### src/rtl/ahbl_excl_monitor.sv
// AHB-Lite global exclusive monitor: one reservation per master, hexokay reporting, failed store-conditional suppression.
// Optional snoop of plain writes into the reservation table with `define EXCL_MON_SNOOP_EN.
module ahbl_excl_monitor #(
    parameter int N_MASTERS    = 2,
    parameter int W_ADDR       = 32,
    parameter int W_DATA       = 32,
    parameter int GRANULE_LOG2 = 2
) (
    input  logic              clk,
    input  logic              rst_n,
    input  logic              src_hready,
    output logic              src_hready_resp,
    output logic              src_hresp,
    input  logic [W_ADDR-1:0] src_haddr,
    input  logic              src_hwrite,
    input  logic [1:0]        src_htrans,
    input  logic [2:0]        src_hsize,
    input  logic [2:0]        src_hburst,
    input  logic [3:0]        src_hprot,
    input  logic              src_hmastlock,
    input  logic [W_DATA-1:0] src_hwdata,
    output logic [W_DATA-1:0] src_hrdata,
    input  logic              src_hexcl,
    input  logic [7:0]        src_hmaster,
    output logic              src_hexokay,
    output logic              dst_hready,
    output logic [W_ADDR-1:0] dst_haddr,
    output logic              dst_hwrite,
    output logic [1:0]        dst_htrans,
    output logic [2:0]        dst_hsize,
    output logic [2:0]        dst_hburst,
    output logic [3:0]        dst_hprot,
    output logic              dst_hmastlock,
    output logic [W_DATA-1:0] dst_hwdata,
    input  logic              dst_hready_resp,
    input  logic              dst_hresp,
    input  logic [W_DATA-1:0] dst_hrdata
);

    localparam int IDX_W = (N_MASTERS > 1) ? $clog2(N_MASTERS) : 1;
    localparam int W_GRAN = W_ADDR - GRANULE_LOG2;

    logic              resv_valid [N_MASTERS];
    logic [W_GRAN-1:0] resv_addr  [N_MASTERS];
    logic              valid_nxt  [N_MASTERS];
    logic [W_GRAN-1:0] addr_nxt   [N_MASTERS];

    logic              dphase_hexokay;
    logic              dphase_excl_rd;
    logic [IDX_W-1:0]  dphase_id;

    logic              accept;
    logic              id_ok;
    logic [IDX_W-1:0]  idx;
    logic [W_GRAN-1:0] granule;
    logic              excl_rd;
    logic              excl_wr;
    logic              pass;
    logic              fail_wr;

    assign accept  = src_hready && src_htrans[1];
    assign id_ok   = src_hmaster < 8'(N_MASTERS);
    assign idx     = src_hmaster[IDX_W-1:0];
    assign granule = src_haddr[W_ADDR-1:GRANULE_LOG2];
    assign excl_rd = accept && src_hexcl && !src_hwrite;
    assign excl_wr = accept && src_hexcl && src_hwrite;
    assign pass    = id_ok && resv_valid[idx] && (resv_addr[idx] == granule);
    assign fail_wr = excl_wr && !pass;

    assign dst_hready      = src_hready;
    assign dst_haddr       = src_haddr;
    assign dst_hwrite      = src_hwrite;
    assign dst_htrans      = fail_wr ? 2'b00 : src_htrans;
    assign dst_hsize       = src_hsize;
    assign dst_hburst      = src_hburst;
    assign dst_hprot       = src_hprot;
    assign dst_hmastlock   = src_hmastlock;
    assign dst_hwdata      = src_hwdata;
    assign src_hready_resp = dst_hready_resp;
    assign src_hresp       = dst_hresp;
    assign src_hrdata      = dst_hrdata;
    assign src_hexokay     = dphase_hexokay;

    // Error clear is applied first so a same-edge update from the new transfer overrides it.
    always_comb begin
        for (int i = 0; i < N_MASTERS; i++) begin
            valid_nxt[i] = resv_valid[i];
            addr_nxt[i]  = resv_addr[i];
        end
        if (src_hready && dphase_excl_rd && dst_hresp)
            valid_nxt[dphase_id] = 1'b0;
        if (excl_rd && id_ok) begin
            valid_nxt[idx] = 1'b1;
            addr_nxt[idx]  = granule;
        end
        if (excl_wr) begin
            if (pass) begin
                for (int i = 0; i < N_MASTERS; i++)
                    if (resv_addr[i] == granule) valid_nxt[i] = 1'b0;
            end else if (id_ok) begin
                valid_nxt[idx] = 1'b0;
            end
        end
`ifdef EXCL_MON_SNOOP_EN
        if (accept && !src_hexcl && src_hwrite) begin
            for (int i = 0; i < N_MASTERS; i++)
                if (resv_addr[i] == granule) valid_nxt[i] = 1'b0;
        end
`endif
    end

    always_ff @(posedge clk or negedge rst_n) begin
        if (!rst_n) begin
            for (int i = 0; i < N_MASTERS; i++) begin
                resv_valid[i] <= 1'b0;
                resv_addr[i]  <= '0;
            end
        end else begin
            for (int i = 0; i < N_MASTERS; i++) begin
                resv_valid[i] <= valid_nxt[i];
                resv_addr[i]  <= addr_nxt[i];
            end
        end
    end

    always_ff @(posedge clk or negedge rst_n) begin
        if (!rst_n) begin
            dphase_hexokay <= 1'b0;
            dphase_excl_rd <= 1'b0;
            dphase_id      <= '0;
        end else if (src_hready) begin
            dphase_hexokay <= (excl_rd && id_ok) || (excl_wr && pass);
            dphase_excl_rd <= excl_rd && id_ok;
            dphase_id      <= accept ? idx : '0;
        end
    end

endmodule
### config.mk
export PLATFORM = sky130hd
export DESIGN_NAME = ahbl_excl_monitor
export DESIGN_NICKNAME = d
export VERILOG_FILES = /design/src/rtl/ahbl_excl_monitor.sv
export SDC_FILE = /design/constraint.sdc
export NUM_CORES = 1
export LEC_CHECK = 0
export BUFFER_PORTS_ARGS = -buffer_cell sky130_fd_sc_hd__buf_2
export CORE_MARGIN = 5
export CORE_UTILIZATION = 38
export CTS_CLUSTER_DIAMETER = 40
export DETAILED_ROUTE_END_ITERATION = 10
export PLACE_DENSITY = 0.73
export SYNTH_ARGS = -nofsm -noshare
export SYNTH_HDL_FRONTEND = slang
export SYNTH_SLANG_ARGS = --single-unit
### constraint.sdc
create_clock -name clk -period 2.99 [get_ports clk]
set_input_delay 0.897 -clock clk [delete_from_list [all_inputs] [get_ports clk]]
set_output_delay 0.897 -clock clk [all_outputs]
set_load 0.05 [all_outputs]
==> results.yml <==
status:
  status: "complete, but fails checks"
  violations: "setup timing"
power:
  ir_drop_mv: 0.305
  p_leak_nw: 2.40
  pwr_density_cell_mw_per_mm2: 491
  power_w: 0.00248
placed_design:
  postPlaceCellArea_mm2: 0.00432
  place_worst_setup_slack_ps: -714
  numPortBuffers: 81
  place_hpwl_um: 9080
  gp_congestion: 0.798
yosys:
  syn_avg_cell_area_um2: 11.1
  synth_top_area_share_pct: 37.1
  netlist_area_mm2: 0.00438
  synth-async-reset-ratio_pct: 100
  yosys.area.top_type: "dfrtp_1"
  synth.most_common_cell: "buf_4"
  synth_cell_types: 30
  synth_fp_nets: 520
  ys_seq_area_share_pct: 37.1
  synthTopCellsByArea: "dfrtp_1 (37%), buf_4 (20%), xnor2_1 (14%)"
  synth_edf_count: 0
  ys_top_cells_by_count: "buf_4 (114), xnor2_1 (70), dfrtp_1 (65)"
  synthCells: 396
  yosysWarnings: 0
  ys_ff_latch: 65
  synthFlopType: "dfrtp_1"
final_layout:
  final_layout_size_suffix_gt1_share_pct: 46.4
  post-route-util_pct: 44.4
  nets: 535
  diodes: 0
  area_growth_pct: 15.2
  fin_area_mm2: 0.00505
clock_tree:
  clkTransAtPathRegs_ps: 50
  cts_tree: "done"
  clock_sinks: 65
  h-tree-depth: 3
  cts_buffer_depth: 2
  cts-root-buf: "clkbuf_16"
  hold_buffers: 0
  clk_latency_ps: 320
  cts_made_buffers: 9
global_routing:
  grt_remaining_overflow: 0
  grt_max_degree: 32
  grt_pass1_vias: 3002
  track_usage_pct: 16.0
  antenna_found_initial: 1
  grt_pass1_wl_um: 17400
routing:
  vias: 2811
  wl_um: 11600
  wl_per_cell_um: 20.8
  drt_iter0_markers: 72
  dr.pass1.iters: 4
  drc: 0
  drt-vias-per-instance: 5.03
  postRouteAntennaNets: 0
floorplan:
  rows: 39
  dieWidth_um: 117
  io_pins: 238
  initial_utilization_pct: 38.6
  die_area_mm2: 0.0138
  core_mm2: 0.0114
  die_h_um: 117
setup_path:
  crit_path_end_kind: "output pin"
  criticalPathCategory: "primary input to output pin"
  critPathMaxFanout: 5
  startpoint_type: "primary input"
  cp_data_required_time_ps: 2090
  cp_data_arrival_time_ps: 2400
timing:
  slew_viol_final: 0
  rsz0062_at_grt: "yes"
  finalHoldViolCount: 0
  finalClockSkew_ps: 6.02
  finalWorstSetupSlack_ps: -303
  period_minus_slack_ps: 3290
  tightest_slew_ps: 472
  finalSetupTns_ps: -603
  max_freq_ghz: 0.304
  fin_crit_sh_pct: 110
  setup-violations-final: 2
  slew_headroom_pct: 68.5
min_path:
  hp-class: "flip-flop to flip-flop"
flow_run:
  drv_cap: 0
[metrics by stage]
stage | hold WS, ps | instances
2_1_floorplan | 455 | 396
3_3_place_gp | 469 | 530
3_5_place_dp | 474 | 530
4_1_cts | 486 | 551
5_1_grt | 515 | 559
6_report | 488 | 559
[cell type report]
class                   instances  area (µm²)
repair buffers                124         850
clock inverters                 6         114
inverters                       3        11.3
multi-input cells             208        2030
well taps                     143         179
fillers                      1020        6320
flip-flops and latches         65        1630
clock buffers                  10         239
[worst max-delay path: stages]
cell	delay [ps]
buf_6	120
xnor2_4	190
nand3_2	130
a2111oi_4	360
nand4_1	180
nor2_4	170
nor2_4	70
nor2b_4	120
buf_8	150
[state kept, by name, indices dropped and copies added, names as in the netlist]
signal / cells
resv_addr: 60
resv_valid: 2
dphase_excl_rd: 1
dphase_id: 1
src_hexokay: 1
[kinds of logic after synthesis]
family | synth area share, %
mux | 18.8
flops | 37.1
simple gates | 6.56
xor+xnor | 14.6
compound gates | 2.00
buf+inv | 20.9
[layer usage]
metal	up-vias	routed length (µm)	global-route usage, %
li1	1265	-	-
met1	1371	3750	15.6
met2	150	6180	28.5
met3	23	1490	9.72
met4	2	168	3.55
met5	-	13	1.10
[timing repair]
action | CTS | global route
endpoints found under the hold margin | 0 | 0
gates resized for setup | 34 | 15
pin swaps | 16 | 14
endpoints found under the setup margin | 2 | 2
setup buffers | 4 | 8
cloned | 1 | 0
[worst paths after layout]
path	from	endpoint	slack [ps]	depth (start not counted)
hold reg to reg	dphase_excl_rd	dphase_excl_rd	490	1
setup reg to reg	resv_addr[17]	resv_valid[0]	1060	9
min in group asynchronous	rst_n	resv_addr[57]	520	1
hold / removal	dphase_excl_rd	dphase_excl_rd	490	1
max in group asynchronous	rst_n	resv_addr[6]	1750	2
setup / recovery	src_haddr[19]	dst_htrans[0]	-300	9
[where the power goes]
part / internal [W] / switching (W)
clock network: 0.000839 / 0.000386
registers: 0.000888 / 0.00000683
logic: 0.000144 / 0.000218
total: 0.00187 / 0.000610
[cell usage in the layout, fill, tap and decap left out, drive strengths merged, types with 3 or more instances in the layout]
cell    Yosys  final
nor4        8      8
mux2i      15     15
o21ai       6      6
nand3       8      8
clkbuf      1     10
nand4      15     15
nor2        5      5
xor2        3      3
buf       119    124
mux2       60     60
bufinv      0      3
inv         3      4
nor3        3      3
xnor2      70     70
dfrtp      65     65
nand2       6      6
(Power assumes the default switching activity.)
